**src/rtl/svga_timing_pkg.sv**
```systemverilog
// SVGA 800x600 timing constants, sync FSM state encoding and output bundle,
// shared between the sync generator and the pixel renderer.
package svga_timing_pkg;

    localparam int unsigned COUNT_W = 10;

    localparam int unsigned H_VISIBLE_DEFAULT   = 800;
    localparam int unsigned H_FRONT_DEFAULT     = 24;
    localparam int unsigned H_SYNC_DEFAULT      = 72;
    localparam int unsigned H_BACK_DEFAULT      = 128;
    localparam int unsigned V_VISIBLE_DEFAULT   = 600;
    localparam int unsigned V_FRONT_DEFAULT     = 1;
    localparam int unsigned V_SYNC_DEFAULT      = 2;
    localparam int unsigned V_BACK_DEFAULT      = 22;
    localparam int unsigned LOCK_CYCLES_DEFAULT = 16;

    localparam logic [0:0] WAIT_LOCK = 1'b0;
    localparam logic [0:0] RUN       = 1'b1;

    typedef struct packed {
        logic               hsync;
        logic               vsync;
        logic               video_active;
        logic               line_start;
        logic               frame_start;
        logic [COUNT_W-1:0] x;
        logic [COUNT_W-1:0] y;
    } sync_out_t;

    // Inclusive range test on 10-bit unsigned counter values.
    function automatic logic in_window(input logic [COUNT_W-1:0] value,
                                       input logic [COUNT_W-1:0] first,
                                       input logic [COUNT_W-1:0] last);
        return (value >= first) && (value <= last);
    endfunction

endpackage

```
**src/rtl/svga_lock_filter.sv**
```systemverilog
// PLL lock synchroniser plus qualification counter: qualified_c rises once the
// synchronised lock has been high for LOCK_CYCLES consecutive clocks.
module svga_lock_filter #(
    parameter int unsigned LOCK_CYCLES = 16
) (
    input  logic clk,
    input  logic rst,
    input  logic pll_locked,
    input  logic running,
    output logic locked,
    output logic qualified_c
);

    localparam int unsigned CNT_W = $clog2(LOCK_CYCLES + 1);
    localparam logic [CNT_W-1:0] CNT_LAST = CNT_W'(LOCK_CYCLES - 1);

    logic             meta;
    logic [CNT_W-1:0] count;

    always_ff @(posedge clk or posedge rst) begin
        if (rst) begin
            meta   <= 1'b0;
            locked <= 1'b0;
        end else begin
            meta   <= pll_locked;
            locked <= meta;
        end
    end

    // Counter only qualifies while waiting; it is parked at zero in RUN so a lost
    // lock always restarts the full qualification window.
    always_ff @(posedge clk or posedge rst) begin
        if (rst) begin
            count <= '0;
        end else if (running || !locked) begin
            count <= '0;
        end else if (count != CNT_LAST) begin
            count <= count + CNT_W'(1);
        end
    end

    assign qualified_c = locked && (count == CNT_LAST);

endmodule

```
**src/rtl/svga_sync_generator.sv**
```systemverilog
// SVGA sync generator: waits for a qualified PLL lock, then runs the h/v
// counters and emits registered sync, blanking and position outputs.
module svga_sync_generator
    import svga_timing_pkg::*;
#(
    parameter int unsigned H_VISIBLE   = H_VISIBLE_DEFAULT,
    parameter int unsigned H_FRONT     = H_FRONT_DEFAULT,
    parameter int unsigned H_SYNC      = H_SYNC_DEFAULT,
    parameter int unsigned H_BACK      = H_BACK_DEFAULT,
    parameter int unsigned V_VISIBLE   = V_VISIBLE_DEFAULT,
    parameter int unsigned V_FRONT     = V_FRONT_DEFAULT,
    parameter int unsigned V_SYNC      = V_SYNC_DEFAULT,
    parameter int unsigned V_BACK      = V_BACK_DEFAULT,
    parameter logic        SYNC_POL    = 1'b1,
    parameter int unsigned LOCK_CYCLES = LOCK_CYCLES_DEFAULT
) (
    input  logic               clk_36MHz,
    input  logic               reset,
    input  logic               pll_locked,
    output logic               hsync,
    output logic               vsync,
    output logic               video_active,
    output logic [COUNT_W-1:0] x,
    output logic [COUNT_W-1:0] y,
    output logic               line_start,
    output logic               frame_start
);

    localparam logic [COUNT_W-1:0] H_LAST      = COUNT_W'(H_VISIBLE + H_FRONT + H_SYNC + H_BACK - 1);
    localparam logic [COUNT_W-1:0] V_LAST      = COUNT_W'(V_VISIBLE + V_FRONT + V_SYNC + V_BACK - 1);
    localparam logic [COUNT_W-1:0] H_VIS_END   = COUNT_W'(H_VISIBLE);
    localparam logic [COUNT_W-1:0] V_VIS_END   = COUNT_W'(V_VISIBLE);
    localparam logic [COUNT_W-1:0] HSYNC_FIRST = COUNT_W'(H_VISIBLE + H_FRONT);
    localparam logic [COUNT_W-1:0] HSYNC_LAST  = COUNT_W'(H_VISIBLE + H_FRONT + H_SYNC - 1);
    localparam logic [COUNT_W-1:0] VSYNC_FIRST = COUNT_W'(V_VISIBLE + V_FRONT);
    localparam logic [COUNT_W-1:0] VSYNC_LAST  = COUNT_W'(V_VISIBLE + V_FRONT + V_SYNC - 1);

    localparam sync_out_t IDLE_OUT =
        sync_out_t'({~SYNC_POL, ~SYNC_POL, 3'b000, {(2 * COUNT_W){1'b0}}});

    logic [0:0]         state;
    logic [0:0]         state_next;
    logic [COUNT_W-1:0] h_count;
    logic [COUNT_W-1:0] h_next;
    logic [COUNT_W-1:0] v_count;
    logic [COUNT_W-1:0] v_next;
    sync_out_t          out_q;
    sync_out_t          out_next;
    logic               locked;
    logic               qualified_c;

    svga_lock_filter #(
        .LOCK_CYCLES (LOCK_CYCLES)
    ) u_lock_filter (
        .clk         (clk_36MHz),
        .rst         (reset),
        .pll_locked  (pll_locked),
        .running     (state == RUN),
        .locked      (locked),
        .qualified_c (qualified_c)
    );

    always_ff @(posedge clk_36MHz or posedge reset) begin
        if (reset) begin
            state   <= WAIT_LOCK;
            h_count <= '0;
            v_count <= '0;
            out_q   <= IDLE_OUT;
        end else begin
            state   <= state_next;
            h_count <= h_next;
            v_count <= v_next;
            out_q   <= out_next;
        end
    end

    // Next state, counter advance and output decode of the current counters.
    always_comb begin
        state_next = state;
        h_next     = h_count;
        v_next     = v_count;
        out_next   = IDLE_OUT;

        case (state)
            WAIT_LOCK: begin
                h_next = '0;
                v_next = '0;
                if (qualified_c) begin
                    state_next = RUN;
                end
            end
            RUN: begin
                if (!locked) begin
                    state_next = WAIT_LOCK;
                    h_next     = '0;
                    v_next     = '0;
                end else if (h_count == H_LAST) begin
                    h_next = '0;
                    v_next = (v_count == V_LAST) ? '0 : v_count + COUNT_W'(1);
                end else begin
                    h_next = h_count + COUNT_W'(1);
                end
            end
            default: begin
                state_next = WAIT_LOCK;
                h_next     = '0;
                v_next     = '0;
            end
        endcase

        if (state == RUN) begin
            out_next.video_active = (h_count < H_VIS_END) && (v_count < V_VIS_END);
            out_next.hsync        = in_window(h_count, HSYNC_FIRST, HSYNC_LAST) ? SYNC_POL : ~SYNC_POL;
            out_next.vsync        = in_window(v_count, VSYNC_FIRST, VSYNC_LAST) ? SYNC_POL : ~SYNC_POL;
            out_next.line_start   = (h_count == '0);
            out_next.frame_start  = (h_count == '0) && (v_count == '0);
            out_next.x            = h_count;
            out_next.y            = v_count;
        end
    end

    assign hsync        = out_q.hsync;
    assign vsync        = out_q.vsync;
    assign video_active = out_q.video_active;
    assign line_start   = out_q.line_start;
    assign frame_start  = out_q.frame_start;
    assign x            = out_q.x;
    assign y            = out_q.y;

endmodule
```
**config.mk**
```make
export PLATFORM = sky130hd
export DESIGN_NAME = svga_sync_generator
export DESIGN_NICKNAME = d
export VERILOG_FILES = /design/src/rtl/svga_timing_pkg.sv /design/src/rtl/svga_lock_filter.sv /design/src/rtl/svga_sync_generator.sv
export SDC_FILE = /design/constraint.sdc
export NUM_CORES = 1
export LEC_CHECK = 0
export ABC_AREA = 1
export BUFFER_PORTS_ARGS = -buffer_cell sky130_fd_sc_hd__buf_2
export CAP_MARGIN = 10
export CORE_ASPECT_RATIO = 0.7
export CORE_MARGIN = 3
export CORE_UTILIZATION = 45
export DETAILED_ROUTE_END_ITERATION = 8
export PLACE_DENSITY = 0.67
export SETUP_SLACK_MARGIN = 0.02
export SLEW_MARGIN = 25
export SYNTH_ARGS = -nofsm -noshare
export SYNTH_HDL_FRONTEND = slang
export SYNTH_SLANG_ARGS = --single-unit
```
**constraint.sdc**
```tcl
create_clock -name clk_36MHz -period 2.6 [get_ports clk_36MHz]
set_input_delay 0.78 -clock clk_36MHz [delete_from_list [all_inputs] [get_ports clk_36MHz]]
set_output_delay 0.78 -clock clk_36MHz [all_outputs]
set_load 0.02 [all_outputs]
```
**After elaboration in Yosys (flattened, before gate mapping)**

Index checks and enable logic that the tools add are counted.

- Memories: 0
- Output and inout bits: 25
- Flip-flop bits (word level): 53
- Memory bits (read-only): 0
- Memory bits (writable): 0
- Logic and storage cells: 53
- Latch bits: 0

- Reduce and logical (&&, ||, !) cells: 10
- Divide/modulo/power cells: 0
- Bitwise operators: 1
- $add $sub $neg: 3
- Mux-type cells: 15
- Shift-type cells: 0
- Magnitude comparators: 6
- Multipliers: 0
- Equality and inequality tests: 5

Operators by type and width:

| operator | number |
|---|---|
| $mux 10 | 5 |
| $pmux 10 s2 | 2 |
| $mux 25 | 1 |
| $add 10x1->10 const B | 2 |
| $eq 10x10->1 const B | 2 |
| $ge 10x10->1 const B | 2 |
| $le 10x10->1 const B | 2 |
| $logic_not 10->1 | 2 |
| $lt 10x10->1 const B | 2 |
| $mux 5 | 2 |
| $add 5x1->5 const B | 1 |
| $eq 5x4->1 const B | 1 |
| $logic_and 1x1->1 | 5 |
| $ne 5x4->1 const B | 1 |
| $mux 1 | 4 |
| $ne 3x3->1 const B | 1 |
| $pmux 1 s2 | 1 |
| $reduce_bool 2->1 | 1 |
| $logic_not 1->1 | 1 |
| $logic_or 1x1->1 | 1 |
| $not 1->1 | 1 |

**Logic depth before layout (Yosys ltp)**

- Word-level depth: 5
- Gate-level depth with buffers: 9
- Depth with buffers taken out: 9

**By module**

A second synthesis with hierarchy kept.

- Cell total of the unflattened synthesis: 298
- Area total of the unflattened synthesis: 2491.1 um^2

By module, submodules not included:

| module | times used | cells an instance | area each (um^2) |
|---|---|---|---|
| svga_sync_generator | 1 | 259 | 2162.1 |
| svga_lock_filter | 1 | 39 | 329.1 |

**Worst setup path after synthesis**

No wires, ideal clock.

- Path kind: reg-to-reg
- Start: reg u_lock_filter.count[0]
- End: reg u_lock_filter.count[3]
- Path slack: 1.157 ns
- Cell stages (with the launch flop): 10
- Library setup time: 0.123 ns
- Arrival time: 1.320 ns
- Path buffers: 0
- Cells stage by stage: dfrtp_1 > ha_1 > nand2_1 > nor2_1 > ha_1 > inv_1 > nor2_1 > nor2_1 > o21ai_0 > a21oi_1

- Cells in the longest elaborated chain, start to end: 3
- Elaborated cells between the ends (all ways): 5
- Those cells by class: add/sub: 1; eq/ne: 1; mux: 2; reduce/logical: 1

RTL lines:

| what | line | text |
|---|---|---|
| from (decl) | svga_lock_filter.sv:18 | `logic [CNT_W-1:0] count;` |
| from (signal assigned) | svga_lock_filter.sv:38 | `count <= count + CNT_W'(1);` |
| $add 5x1->5 | svga_lock_filter.sv:38 |  |
| $mux 5 | svga_lock_filter.sv:37 | `end else if (count != CNT_LAST) begin` |
| $mux 5 | svga_lock_filter.sv:35 | `end else if (running \|\| !locked) begin` |

Parallel ways exist; a longest one is shown, timed or not. The select of a mux whose other input is x is not followed.
A chain may end at the register's enable or synchronous reset.

**Worst setup path after layout**

Same ends and word-level chain as after synthesis.

==> flow_summary.toml <==
[run_status]
status = "finished, final reports clean"

[drt]
postRouteAntennaNets = 0
firstDrtPassIters = 7
vias_per_cell = 4.712
drt-total-wl_um = 4664
wl_per_cell_um = 12.11
via_count = 1814
drtIter0Drc = 89
drc_errors = 0

[floorplanning]
fp.dieH_um = 67.48
start_util_pct = 48.67
core_area_mm2 = 0.004992
die_area_mm2 = 0.006331
ios = 28
floorplan.die.width_um = 93.83
rows = 21

[worst_setup_path]
r2r_setup_slack_ns = 0.94
path_max_fanout = 5
cp-start-kind = "register"
cpLargestDelayFamily = "adder cells"
critical_path.max_stage_delay_ns = 0.39
worstReg2RegEnd = "u_lock_filter.count[3]$_DFFE_PP0P_"
worstSetupPathType = "reg -> reg"
timing.rr.start = "u_lock_filter.count[0]$_DFFE_PP0P_"
arrival_ns = 1.84
cp_slowest_cell = "dfrtp_1"
cp.required_ns = 2.78
cp_common_cell = "nor2_1"
worstSetupEndpointType = "register"
critical_path.cell_chain = "ha_1 > nand2_1 > nor2_1 > ha_1 > inv_1 > nor2_1 > nor2_1 > o21ai_0 > a21oi_1"
path_buf_inv = 1
reg2regPathDepth = 9

[clock_tree]
htree_levels = 2
worstSkewPairLatency_ns = 0.30
root_buffer = "clkbuf_8"
cts_tree = "yes"
cts_buffers = 5
clkTransAtPathRegs_ns = 0.09
postCtsResizedCells = 0
cts.sinks = 53
max-clock-path-buffers = 2
cts_setup_buffers = 0
hold_buffers = 0

[power]
internal-power_mw = 1.027
pwr-share-comb_pct = 2.2
power.share.clock_pct = 34.8
p_per_area_mw_per_mm2 = 483.1
swShare_pct = 22.24
irDropWorstVdd_mv = 0.3554
p_sw_mw = 0.2939
p_leak_nw = 1.573
seqPwrFrac_pct = 63.1

[grt]
antenna_found_initial = 0
grt_max_degree = 29
grt_pass1_wl_um = 8362
grt.total_usage_pct = 17.24
grt_pass1_vias = 1736
grt_overflow = 0

[synth]
syn_area_mm2 = 0.002430
synth_cell_types = 29
synth_top_area_share_pct = 54.58
post-synth-top-area-cell = "dfrtp_1"
avgSynthCellArea_um2 = 8.647
synth_area_leaders = "dfrtp_1, nand2_1, inv_1"
ys_seq_elements = 53
ys_warn_count = 0
syn_inst = 281
syn_nets = 291
ys_seq_area_share_pct = 54.58

[place]
place_ws_ns = 0.9532
gp_congestion = 0.9008
dp_cells = 377
hpwl_um = 3527
portBuffers = 27

[sta]
hold_viol = 0
setup_viol = 0
maxSlewHeadroom_pct = 61.32
rsz0062_at_grt = "false"
max_freq_ghz = 0.6026
final_max_slew_viol_count = 0
setup_tns_ns = 0
period_needed_ns = 1.659
setup_slack_ns = 0.9406
skew_ns = 0.008458
finalCritPeriodShare_pct = 63.82
holdWs_ns = 0.3581
worst_pin_slew_ns = 0.5794

[final_layout]
antennaDiodeCount = 0
syn2layout_area_growth_pct = 12.56
final_cell_mix = "nand2_1, inv_1, dfrtp_1"
final-seq-area_mm2 = 0.001326
finalNetCount = 325
drive_gt1_share_pct = 16.77
layout_commonest_cell = "nand2_1"
fin_util_pct = 54.79
instances_no_fill = 385
multi_input_area_um2 = 860.8
nFillCells = 473

[run]
max-cap-violations = 0

[hold_path]
min_to = "u_lock_filter.locked$_DFF_PP0_"
hp-class = "reg -> reg"
min_from = "u_lock_filter.meta$_DFF_PP0_"
holdPathStages = 0
## synthesized netlist by cell type, drive strengths merged
| cell type | n |
|---|---|
| nor4b | 1 |
| inv | 57 |
| dfrtp | 53 |
| nor4 | 1 |
| o211ai | 1 |
| nor3 | 8 |
| nor2 | 34 |
| nand2 | 78 |
| ha | 7 |
| xnor2 | 2 |
| buf | 2 |
| a21oi | 8 |
| clkbuf | 1 |
| a221oi | 1 |
| nand3 | 16 |
| xor2 | 3 |
| o21bai | 1 |
| o21ai | 4 |
| nand4 | 3 |
## sequential cells by signal, summed over array words and instances (netlist names)
register	count
u_lock_filter.meta	1
v_count	10
video_active	1
hsync	1
frame_start	1
u_lock_filter.count	5
x	10
y	10
line_start	1
vsync	1
state	1
u_lock_filter.locked	1
h_count	10
## worst reg2reg max path, cell delays in order (launching register included)
cell and delay [ns]:
dfrtp_1 0.39, ha_1 0.18, nand2_1 0.08, nor2_1 0.10, ha_1 0.23, inv_1 0.11, nor2_1 0.17, nor2_1 0.07
o21ai_0 0.15, a21oi_1 0.06
## layout make-up
cell class	instances	area share, %
inverters	57	7.823
clock inverters	3	0.7777
well taps	69	3.156
repair buffers	30	5.764
flip-flops and latches	53	48.49
multi-input cells	168	31.47
clock buffers	5	2.516
## metrics by stage
stage | power, mW | cell area (µm²)
floorplan | 0.8679 | 2430
global placement | 0.8787 | 2645
detailed placement | 0.8802 | 2645
CTS | 1.343 | 2735
global route | 1.385 | 2735
finish | 1.321 | 2735
## worst max-delay path by stage
stage	end	slack, ns	from	cells after the start
floorplan	frame_start$_DFF_PP0_	0.53	reset	1
global placement	u_lock_filter.count[3]$_DFFE_PP0P_	1.03	u_lock_filter.count[0]$_DFFE_PP0P_	9
detailed placement	u_lock_filter.count[3]$_DFFE_PP0P_	0.95	u_lock_filter.count[0]$_DFFE_PP0P_	9
CTS	u_lock_filter.count[3]$_DFFE_PP0P_	0.93	u_lock_filter.count[0]$_DFFE_PP0P_	9
global route	u_lock_filter.count[3]$_DFFE_PP0P_	0.64	u_lock_filter.count[0]$_DFFE_PP0P_	9
finish	u_lock_filter.count[3]$_DFFE_PP0P_	0.94	u_lock_filter.count[0]$_DFFE_PP0P_	9
## per-layer routing
metal | GRT usage, % | vias up | routed length (µm)
li1 | - | 923 | -
met1 | 24.41 | 859 | 2407
met2 | 27.32 | 30 | 2016
met3 | 3.898 | 2 | 214
met4 | 3.784 | 0 | 26
met5 | 0 | - | 0
## power groups by stage
stage / registers, mW / logic (mW) / clock network (mW)
global placement: 0.849 / 0.0294 / 0
CTS: 0.833 / 0.0307 / 0.479
detailed placement: 0.850 / 0.0306 / 0
global route: 0.834 / 0.0349 / 0.516
floorplan: 0.848 / 0.0197 / 0
finish: 0.833 / 0.0287 / 0.459
## cell families (layout without fill, tap and decap cells)
| kind of cell | Yosys count | count (layout) | synth area share, % |
|---|---|---|---|
| AND/OR/NAND/NOR | 141 | 141 | 26.26 |
| buffers and inverters | 60 | 95 | 9.989 |
| flip-flops | 53 | 53 | 54.58 |
| AO/OA/AOI/OAI | 15 | 15 | 3.759 |
| adder cells (fa/ha/maj) | 7 | 7 | 3.604 |
| XOR/XNOR | 5 | 5 | 1.803 |
Note: power is estimated with default switching activity, not from simulation.
